==> src/rtl/pulse_gen.sv <==
// Programmable pulse-train generator: latches period/high-time/burst on start and emits
// a registered waveform for a fixed number of periods or continuously until stopped.
module pulse_gen #(
  parameter int CNT_W   = 32,
  parameter int BURST_W = 16
) (
  input  logic               clk,
  input  logic               rst_n,
  input  logic               start,
  input  logic               stop,
  input  logic [CNT_W-1:0]   period,
  input  logic [CNT_W-1:0]   high_time,
  input  logic [BURST_W-1:0] burst,
  output logic               pulse,
  output logic               busy,
  output logic               done,
  output logic               cfg_err,
  output logic [BURST_W-1:0] pulse_cnt
);

  typedef enum logic [1:0] {
    IDLE = 2'd0,
    HIGH = 2'd1,
    LOW  = 2'd2
  } state_t;

  state_t               state_q;
  logic [CNT_W-1:0]     high_q;
  logic [CNT_W-1:0]     low_q;
  logic [CNT_W-1:0]     ph_cnt_q;
  logic [BURST_W-1:0]   burst_q;
  logic [BURST_W-1:0]   per_cnt_q;
  logic [BURST_W-1:0]   pulse_cnt_q;
  logic                 pulse_q;
  logic                 busy_q;
  logic                 done_q;
  logic                 cfg_err_q;

  logic                 cfg_ok;
  logic                 more_periods;

  assign cfg_ok = (period >= CNT_W'(2)) && (high_time != '0) && (high_time < period);

  // per_cnt_q never wraps in burst mode (it stops at burst_q), unlike pulse_cnt_q.
  assign more_periods = (burst_q == '0) || (per_cnt_q < burst_q);

  always_ff @(posedge clk or negedge rst_n) begin
    if (!rst_n) begin
      state_q     <= IDLE;
      high_q      <= '0;
      low_q       <= '0;
      ph_cnt_q    <= '0;
      burst_q     <= '0;
      per_cnt_q   <= '0;
      pulse_cnt_q <= '0;
      pulse_q     <= 1'b0;
      busy_q      <= 1'b0;
      done_q      <= 1'b0;
      cfg_err_q   <= 1'b0;
    end else begin
      done_q    <= 1'b0;
      cfg_err_q <= 1'b0;
      case (state_q)
        IDLE: begin
          if (start && !stop) begin
            if (cfg_ok) begin
              high_q      <= high_time;
              low_q       <= period - high_time;
              burst_q     <= burst;
              per_cnt_q   <= BURST_W'(1);
              pulse_cnt_q <= BURST_W'(1);
              ph_cnt_q    <= CNT_W'(1);
              pulse_q     <= 1'b1;
              busy_q      <= 1'b1;
              state_q     <= HIGH;
            end else begin
              cfg_err_q <= 1'b1;
            end
          end
        end
        HIGH: begin
          if (stop) begin
            state_q <= IDLE;
            pulse_q <= 1'b0;
            busy_q  <= 1'b0;
          end else if (ph_cnt_q == high_q) begin
            state_q  <= LOW;
            pulse_q  <= 1'b0;
            ph_cnt_q <= CNT_W'(1);
          end else begin
            ph_cnt_q <= ph_cnt_q + CNT_W'(1);
          end
        end
        LOW: begin
          if (stop) begin
            state_q <= IDLE;
            pulse_q <= 1'b0;
            busy_q  <= 1'b0;
          end else if (ph_cnt_q == low_q) begin
            if (more_periods) begin
              state_q     <= HIGH;
              pulse_q     <= 1'b1;
              ph_cnt_q    <= CNT_W'(1);
              per_cnt_q   <= per_cnt_q + BURST_W'(1);
              pulse_cnt_q <= pulse_cnt_q + BURST_W'(1);
            end else begin
              state_q <= IDLE;
              busy_q  <= 1'b0;
              done_q  <= 1'b1;
            end
          end else begin
            ph_cnt_q <= ph_cnt_q + CNT_W'(1);
          end
        end
        default: begin
          state_q <= IDLE;
          pulse_q <= 1'b0;
          busy_q  <= 1'b0;
        end
      endcase
    end
  end

  assign pulse     = pulse_q;
  assign busy      = busy_q;
  assign done      = done_q;
  assign cfg_err   = cfg_err_q;
  assign pulse_cnt = pulse_cnt_q;

endmodule
==> config.mk <==
export PLATFORM = sky130hd
export DESIGN_NAME = pulse_gen
export DESIGN_NICKNAME = d
export VERILOG_FILES = /design/src/rtl/pulse_gen.sv
export SDC_FILE = /design/constraint.sdc
export NUM_CORES = 1
export LEC_CHECK = 0
export CAP_MARGIN = 20
export CORE_ASPECT_RATIO = 0.5
export CORE_MARGIN = 2
export CORE_UTILIZATION = 45
export CTS_BUF_LIST = sky130_fd_sc_hd__clkbuf_8
export DETAILED_ROUTE_END_ITERATION = 8
export PLACE_DENSITY_LB_ADDON = 0.08
export REMOVE_ABC_BUFFERS = 1
export SYNTH_ARGS = -nofsm -noshare
export SYNTH_HDL_FRONTEND = slang
export SYNTH_SLANG_ARGS = --single-unit
==> constraint.sdc <==
create_clock -name clk -period 2.5 [get_ports clk]
set_input_delay 0.5 -clock clk [delete_from_list [all_inputs] [get_ports clk]]
set_output_delay 0.5 -clock clk [all_outputs]
set_load 0.01 [all_outputs]
; ---- Yosys cells after proc, flatten, opt, wreduce, memory -nomap -nowiden
; Cells that the tools add are included.
[totals]
ff_bits = 150
in_bits = 84
out_inout_bits = 20
wordCells = 96
[op_classes]
add_sub_neg = 4
order_cmp = 3
eq_ne = 16
mux = 46
reduce_logical = 16
[ops]
columns = operator, n
row1 = 32-bit two-way mux, 7
row2 = 16-bit two-way mux, 8
row3 = 32-bit one-hot mux with 3 select lines, 1
row4 = 32-bit == test, 2
row5 = 16-bit one-hot mux with 2 select lines, 2
row6 = 16-bit by 1-bit adder with 16-bit output (second input constant), 2
row7 = 32-bit by 1-bit adder with 32-bit output (second input constant), 1
row8 = 32-bit by 2-bit >= comparator with 1-bit output (second input constant), 1
row9 = 32-bit less-than comparator, 1
row10 = 32-bit nonzero test, 1
row11 = 32-bit subtractor, 1
row12 = 1-bit two-way mux, 19
row13 = 16-bit zero test, 1
row14 = 16-bit less-than comparator, 1
row15 = 3-bit != test (second input constant), 5
row16 = 2-bit != test (second input constant), 7
row17 = 2-bit two-way mux, 6
row18 = 6-bit AND reduction, 2
row19 = 5-bit AND reduction, 2
row20 = 1-bit one-hot mux with 3 select lines, 2
row21 = 2-bit one-hot mux with 3 select lines, 1
row22 = 4-bit AND reduction, 1
row23 = 1-bit logical AND, 3
row24 = 3-bit AND reduction, 1
row25 = other kinds (7), 7

; ---- Logic depth before layout (Yosys ltp)
; Gate-level depths: netlist of the first run.
[depth]
word_depth = 6
mapped_depth = 15

; ---- Least setup slack after synthesis of the first run
; Ideal clock, no wire load.
[synth_timing]
kind = input -> register
startpoint = in period[0]
endpoint = reg ph_cnt_q[4]
setup_time_ns = 0.095
t_arrival_ns = 3.238
setup_slack_ns = -0.834
cell_stages = 15
cell_sequence = inv_1 ha_1 fa_1 nand2b_1 a211oi_2 nor3_1 o311ai_4 nand2_2 a21o_4 a21o_1 buf_6 or2_1 buf_6 buf_6 o31ai_1
[synth_via]
elab_chain_len = 5
elab_cells_between_ends = 6
classes_between = 2 x order compare / 1 x eq/ne / 3 x reduce/logical
[synth_lines]
columns = element, line_no
row1 = start: declaration, 11  ; input logic [CNT_W-1:0] period,
row2 = 32-bit by 2-bit >= comparator with 1-bit output, 42  ; assign cfg_ok = (period >= CNT_W'(2)) && (high_time != '0) && (high_time < period);
row3 = 1-bit logical AND, 42
row4 = 1-bit logical AND (*), 42
row5 = 2-bit != test (no source line) (*), n/a
row6 = 6-bit AND reduction (no source line) (*), n/a
row7 = end signal: assignment, 91  ; ph_cnt_q <= ph_cnt_q + CNT_W'(1);
row8 = end signal: assignment, 112  ; ph_cnt_q <= ph_cnt_q + CNT_W'(1);
row9 = end: declaration, 30  ; logic [CNT_W-1:0] ph_cnt_q;
; Mark *: on every way between the ends. The rest lies on a longest branch, timed or not.
; A chain may end at the register's enable or synchronous reset.

; ---- Worst setup path in the final report of the first run
[layout_timing]
startpoint = in period[0]
endpoint = reg pulse_cnt_q[10], in the netlist pulse_cnt[10]
[layout_via]
elab_chain_len = 5
elab_cells_between_ends = 6
classes_between = 2 x order compare / 1 x eq/ne / 3 x reduce/logical
[layout_lines]
columns = element, line_no
row1 = 32-bit by 2-bit >= comparator with 1-bit output, 42
row2 = 1-bit logical AND, 42
row3 = 1-bit logical AND (*), 42
row4 = 2-bit != test (no source line) (*), n/a
row5 = 6-bit AND reduction (no source line) (*), n/a
row6 = end signal: assignment, 105  ; pulse_cnt_q <= pulse_cnt_q + BURST_W'(1);
row7 = end: declaration, 33  ; logic [BURST_W-1:0] pulse_cnt_q;
; Marked as above.

==> impl_metrics.ini, run 1 <==
[sta]
rsz0062_at_grt = true
maxSlewHeadroom_pct = 57.13
post-route-period-util_pct = 121.7
max_freq_mhz = 328.7
tightestPinTransition_ps = 643.0
hold_viol = 0
setup_tns_ps = -48600
final_max_slew_viol_count = 0
fin_ws_ps = -541.9
final_period_minus_worst_setup_slack_ps = 3042
worst_clock_skew_ps = 13.70
whs_ps = 3.303
setup_viol = 146

[place]
dp_worst_setup_slack_ps = -1437
place.detailed.hpwl_um = 23850
placement.io_buffers = 103
detailed_place.area_sq_mm = 0.01302
gp_congestion = 0.9257

[worst_setup_path]
critical_path.startpoint_type = input port
worst_r2r_startpoint = burst_q[1]
setup.worst_path.class = input port to flip-flop
r2r_slack_ps = -540
regToRegEndpoint = pulse_cnt[10]
worstPathArrival_ps = 3450
data_required_time_at_the_worst_endpoint_ps = 2900
timing.reg2reg.worst_path_depth = 11
end_kind = flip-flop
worst-path-max-fanout = 6

[logic_synthesis]
yosys.area.top_type = sky130_fd_sc_hd__dfrtp_1
synthCells = 1110
ys_seq_area_share_pct = 38.49
synth_enable_flop_cells = 0
synth_cell_type_count = 65
yosys-top-cells-area = sky130_fd_sc_hd__dfrtp_1 38%, sky130_fd_sc_hd__ha_1 6.9%, sky130_fd_sc_hd__o21ai_0 5.6%
post_synth.cell_area_avg_sq_um = 8.787
synthDominantCellAreaShare_pct = 38.49
ys.flop_type = sky130_fd_sc_hd__dfrtp_1
post_synth_instance_area_sq_mm = 0.009753
synth.most_common_cell = sky130_fd_sc_hd__dfrtp_1
yosys_warnings = 0
yosys_register_bits = 150
synth-async-reset-ratio_pct = 100.0
synth_top_cells_by_count = 150 x sky130_fd_sc_hd__dfrtp_1, 126 x sky130_fd_sc_hd__nand2_1, 110 x sky130_fd_sc_hd__o21ai_0, 66 x sky130_fd_sc_hd__inv_1, 60 x sky130_fd_sc_hd__a21oi_1

[clocking]
cts.path.max_buffers = 2
tritoncts_clock_tree = yes
clk_pin_slew_ps = 90
clk_root_buffer_cell = sky130_fd_sc_hd__clkbuf_8
clk-insertion-delay-late_ps = 470
cts-htree-levels = 4
cts-buffers-inserted = 17
clock_sinks = 150

[status]
violations = setup timing
outcome = complete, but fails checks

[cells_and_area]
finish.net_count = 1648
final_cell_area_sq_mm = 0.01674
drive_gt1_share_pct = 46.81
insertedDiodeCount = 0
nFillCells = 1363
syn_to_final_growth_pct = 71.64

[pwr]
worst_ir_drop_vdd_mv = 0.3807
powerDensity_mw_per_mm2 = 758.7
p_total_uw = 12700
p_leak_uw = 0.007623

[global_route]
first_global_vias = 10300
grt_first_pass_wirelength_um = 56440
grtUsageTotal_pct = 32.15
globalRoute.totalOverflow = 0
grt_start_max_net_pins = 63
antenna_found_initial = 0

[die]
die_height_um = 108.1
initial_utilization_pct = 45.48
pin_count = 104
num_rows = 38
core_region_area_sq_mm = 0.02144
die_x_um = 212.2
fp.dieArea_sq_mm = 0.02294

[route]
initialDrtViolationCount = 846
routedWlPerCell_um = 20.58
drc = 0
vias = 10430
finalWirelength_um = 37470
detail_route.first_pass.iterations = 5
avgViaCountPerCell = 5.730
drt.antenna.violating_nets = 0

[worst_hold_path]
worst_hold_path_type = input port to async pin

[run]
timing.max_cap.violations = 0
timing repair:
action,in CTS,in global routing
gates cloned,31,0
hold buffers,0,0
pin swaps,140,90
gates resized for setup,486,201
endpoints found under the setup margin,149,148
setup buffers,35,18
power by group:
group	total, uW	leakage [uW]	switching, uW	internal [uW]
clock network	1900	0.000195	981	915
registers	3990	0.00195	848	3140
logic	6810	0.00548	3310	3500
cell type report:
type                            count  area, sq um  share of cell area (%)
Timing Repair Buffer              439         4524                   27.03
Sequential cell                   150         3754                   22.42
Tap cell                          300        375.4                   2.242
Inverter                           66        250.2                   1.495
Clock inverter                     12        115.1                  0.6876
Clock buffer                       19        261.5                   1.562
Multi-Input combinational cell    835         7460                   44.56
logic make-up (layout without fill, tap and decap cells):
kind of cell    after synthesis  count (layout)  share of synthesized area, %
simple gates                363             363                         19.04
compound gates              299             299                         19.03
flops                       150             150                         38.49
buf+inv                     125             536                         5.170
xor+xnor                     92              92                         8.262
fa+ha+maj                    55              55                         7.133
mux                          26              26                         2.886
layout by cell type, fill, tap and decap left out, drive strengths merged, types with 45 or more instances in the layout:
| cell type | instances |
|---|---|
| xnor2 | 45 |
| xor2 | 47 |
| dfrtp | 150 |
| ha | 54 |
| o21ai | 133 |
| a21oi | 60 |
| buf | 338 |
| clkdlybuf4s50 | 45 |
| nand2 | 127 |
| inv | 70 |
flip-flops by register name (all words and copies together) (netlist names):
name and flops:
cfg_err 1, low_q 32, per_cnt_q 16, busy 1
burst_q 16, pulse_cnt 16, high_q 32, pulse 1
state_q 2, done 1, ph_cnt_q 32
layer usage:
metal  global-route usage (%)  share of wire, %
met5                        0                 0
met4                    8.350               2.2
met3                    5.606               5.7
met2                    51.94                47
met1                    44.83                45
worst max-delay path by stage:
stage	slack, ps	endpoint	start
floorplan	-2500	per_cnt_q[6]	high_time[19]
global placement	-1340	per_cnt_q[12]	period[0]
detailed placement	-1440	per_cnt_q[9]	period[0]
CTS	-530	per_cnt_q[12]	burst_q[1]
global route	-650	pulse_cnt[10]	burst_q[1]
finish	-540	pulse_cnt[10]	period[0]
worst max-delay path: stages:
cell and delay [ps]:
sky130_fd_sc_hd__buf_6 70, sky130_fd_sc_hd__inv_4 30, sky130_fd_sc_hd__ha_4 160, sky130_fd_sc_hd__fa_2 390
sky130_fd_sc_hd__nand2b_4 160, sky130_fd_sc_hd__a211oi_4 260, sky130_fd_sc_hd__nor3_4 80, sky130_fd_sc_hd__o311ai_4 310
sky130_fd_sc_hd__nand2_4 130, sky130_fd_sc_hd__a21o_4 250, sky130_fd_sc_hd__buf_4 140, sky130_fd_sc_hd__a211o_1 290
sky130_fd_sc_hd__or4_4 530, sky130_fd_sc_hd__a21oi_2 140
stage by stage:
step	cells	utilization (%)
global route	1821	78.07
floorplan	1051	-
detailed placement	1718	60.72
CTS	1815	74.52
finish	1821	78.07
global placement	1718	60.72
(Power assumes the default switching activity.)
==> run 2, diff against run 1 <==
--- a/config.mk
+++ b/config.mk
@@ -10,7 +10,9 @@
 export CORE_MARGIN = 2
 export CORE_UTILIZATION = 45
 export CTS_BUF_LIST = sky130_fd_sc_hd__clkbuf_8
+export CTS_CLUSTER_DIAMETER = 200
 export DETAILED_ROUTE_END_ITERATION = 8
+export DONT_BUFFER_PORTS = 1
 export PLACE_DENSITY_LB_ADDON = 0.08
 export REMOVE_ABC_BUFFERS = 1
 export SYNTH_ARGS = -nofsm -noshare
==> impl_metrics.ini, run 2 (synthesis gave the netlist of run 1 again) <==
[worst_setup_path]
critical_path.startpoint_type = flip-flop
critical_path.cell_chain = inv_1 > ha_1 > a2111o_1 > a2111oi_4 > o211ai_2 > a21oi_2 > a22oi_2 > a21o_4 > clkbuf_16 > or4_4 > a21oi_2
worst-path-max-fanout = 4
cp_common_cell = sky130_fd_sc_hd__a21oi_2
critical_path.n_buffers_inverters = 2
end_kind = flip-flop
data_required_time_at_the_worst_endpoint_ps = 2910
worstSetupPathDepth = 11
path_delay_family = compound AO/OA/AOI/OAI gates
timing.critical_path.slowest_cell_delay_ps = 510
timing.reg2reg.worst_path_depth = 11
worstPathArrival_ps = 3450
setup.worst_path.class = flip-flop to flip-flop
cpMaxStageDelayCell = sky130_fd_sc_hd__or4_4

[clocking]
tritoncts_clock_tree = yes
cts-buffers-inserted = 17
cts-htree-levels = 4
clk-insertion-delay-late_ps = 490
clock_sinks = 150
clk_root_buffer_cell = sky130_fd_sc_hd__clkbuf_8
cts.path.max_buffers = 2
clk_pin_slew_ps = 100

[sta]
hold_viol = 150
whs_ps = -306.6
fin_ws_ps = -539.4
rsz0062_at_grt = true
worst_clock_skew_ps = 17.57
max_freq_mhz = 329.0
final_max_slew_viol_count = 0
final_period_minus_worst_setup_slack_ps = 3039
maxSlewHeadroom_pct = 67.48
setup_viol = 144
post-route-period-util_pct = 121.6
setup_tns_ps = -40410
tightestPinTransition_ps = 484.8

[die]
num_rows = 38
fp.dieArea_sq_mm = 0.02294
initial_utilization_pct = 45.48
pin_count = 104
die_height_um = 108.1
die_x_um = 212.2
core_region_area_sq_mm = 0.02144

[pwr]
worst_ir_drop_vdd_mv = 0.4099
p_leak_uw = 0.006846
powerDensity_mw_per_mm2 = 831.7
p_total_uw = 12400

[cells_and_area]
drive_gt1_share_pct = 42.50
reg.largest.list = high_q: 32 flops, low_q: 32 flops, ph_cnt_q: 32 flops
fin_cells = 1686
insertedDiodeCount = 0
layout.cells.most_common = sky130_fd_sc_hd__buf_4
syn_to_final_growth_pct = 52.91
most-common-layout-cells = 237 x sky130_fd_sc_hd__buf_4, 148 x sky130_fd_sc_hd__dfrtp_1, 66 x sky130_fd_sc_hd__inv_1
finish.net_count = 1513
nFillCells = 1615
finalCoreUtilization_pct = 69.55

[route]
drt.antenna.violating_nets = 0
initialDrtViolationCount = 838
finalWirelength_um = 35380
vias = 9670
avgViaCountPerCell = 5.735
drc = 0
routedWlPerCell_um = 20.98
detail_route.first_pass.iterations = 4

[status]
violations = hold timing, setup timing
outcome = complete, but fails checks

[place]
place.detailed.instances = 1592
gp_congestion = 0.9079
dp_worst_setup_slack_ps = -960.3
placement.io_buffers = 0
place.detailed.hpwl_um = 23440

[global_route]
grtUsageTotal_pct = 30.47
first_global_vias = 9684
globalRoute.totalOverflow = 0
grt_first_pass_wirelength_um = 52620
antenna_found_initial = 0
grt_start_max_net_pins = 151

[run]
timing.max_cap.violations = 0

[worst_hold_path]
worst_hold_path_type = input port to async pin
-- run 2: cell count changes in the layout (fill, tap and decap cells not counted), sizes merged --
cell | before | now
dlygate4sd2 | 31 | 0
clkdlybuf4s15 | 8 | 0
dlymetal6s2s | 13 | 0
inv | 70 | 67
clkinv | 2 | 3
clkdlybuf4s50 | 45 | 0
buf | 338 | 300
bufbuf | 1 | 0
bufinv | 2 | 4
clkbuf | 22 | 23
-- run 2: what timing repair did --
item                                    4_1_cts  5_1_grt
setup buffers                                34       14
resized for setup                           306      200
pin swaps                                    93       77
endpoints found under the hold margin       150      150
gates cloned                                 26        4
endpoints found under the setup margin      146      148
-- run 2: final timing paths --
| check | from | to | slack [ps] |
|---|---|---|---|
| min in group clk | high_time[0] | high_q[0] | 130 |
| worst max-delay path | burst_q[1] | per_cnt_q[11] | -540 |
| max in group asynchronous | rst_n | low_q[29] | 2520 |
| worst min-delay path | rst_n | burst_q[7] | -310 |
| worst min register to register | high_q[26] | high_q[26] | 530 |
| worst max register to register | burst_q[1] | per_cnt_q[11] | -540 |
-- run 2: final cells by class --
type	instances	area (sq um)	share of cell area (%)
Clock inverter	12	161.4	1.082
Sequential cell	150	3756	25.19
Multi-Input combinational cell	835	6970	46.74
Tap cell	300	375.4	2.517
Timing Repair Buffer	304	3120	20.92
Inverter	66	267.8	1.795
Clock buffer	19	261.5	1.753
-- run 2: per-stage QoR --
stage          hold WS (ps)  area [sq um]
2_1_floorplan         204.4          9497
3_3_place_gp          208.6         11800
3_5_place_dp          208.3         11800
4_1_cts              -320.7         13980
5_1_grt              -332.8         14910
6_report             -306.6         14910
-- run 2: where the power goes --
part / total, uW / internal [uW] / leakage [uW] / switching (uW)
Clock: 2130 / 1120 / 0.000221 / 1010
Sequential: 4070 / 3140 / 0.00195 / 931
Combinational: 6200 / 3210 / 0.00468 / 2990
-- run 2: layer usage --
layer / up-vias / global-route usage (%) / routed length, um
met5: - / 0 / 0
met4: 0 / 8.853 / 728
met3: 52 / 8.568 / 2327
met2: 273 / 47.47 / 16070
met1: 4801 / 41.46 / 16250
li1: 4544 / - / -
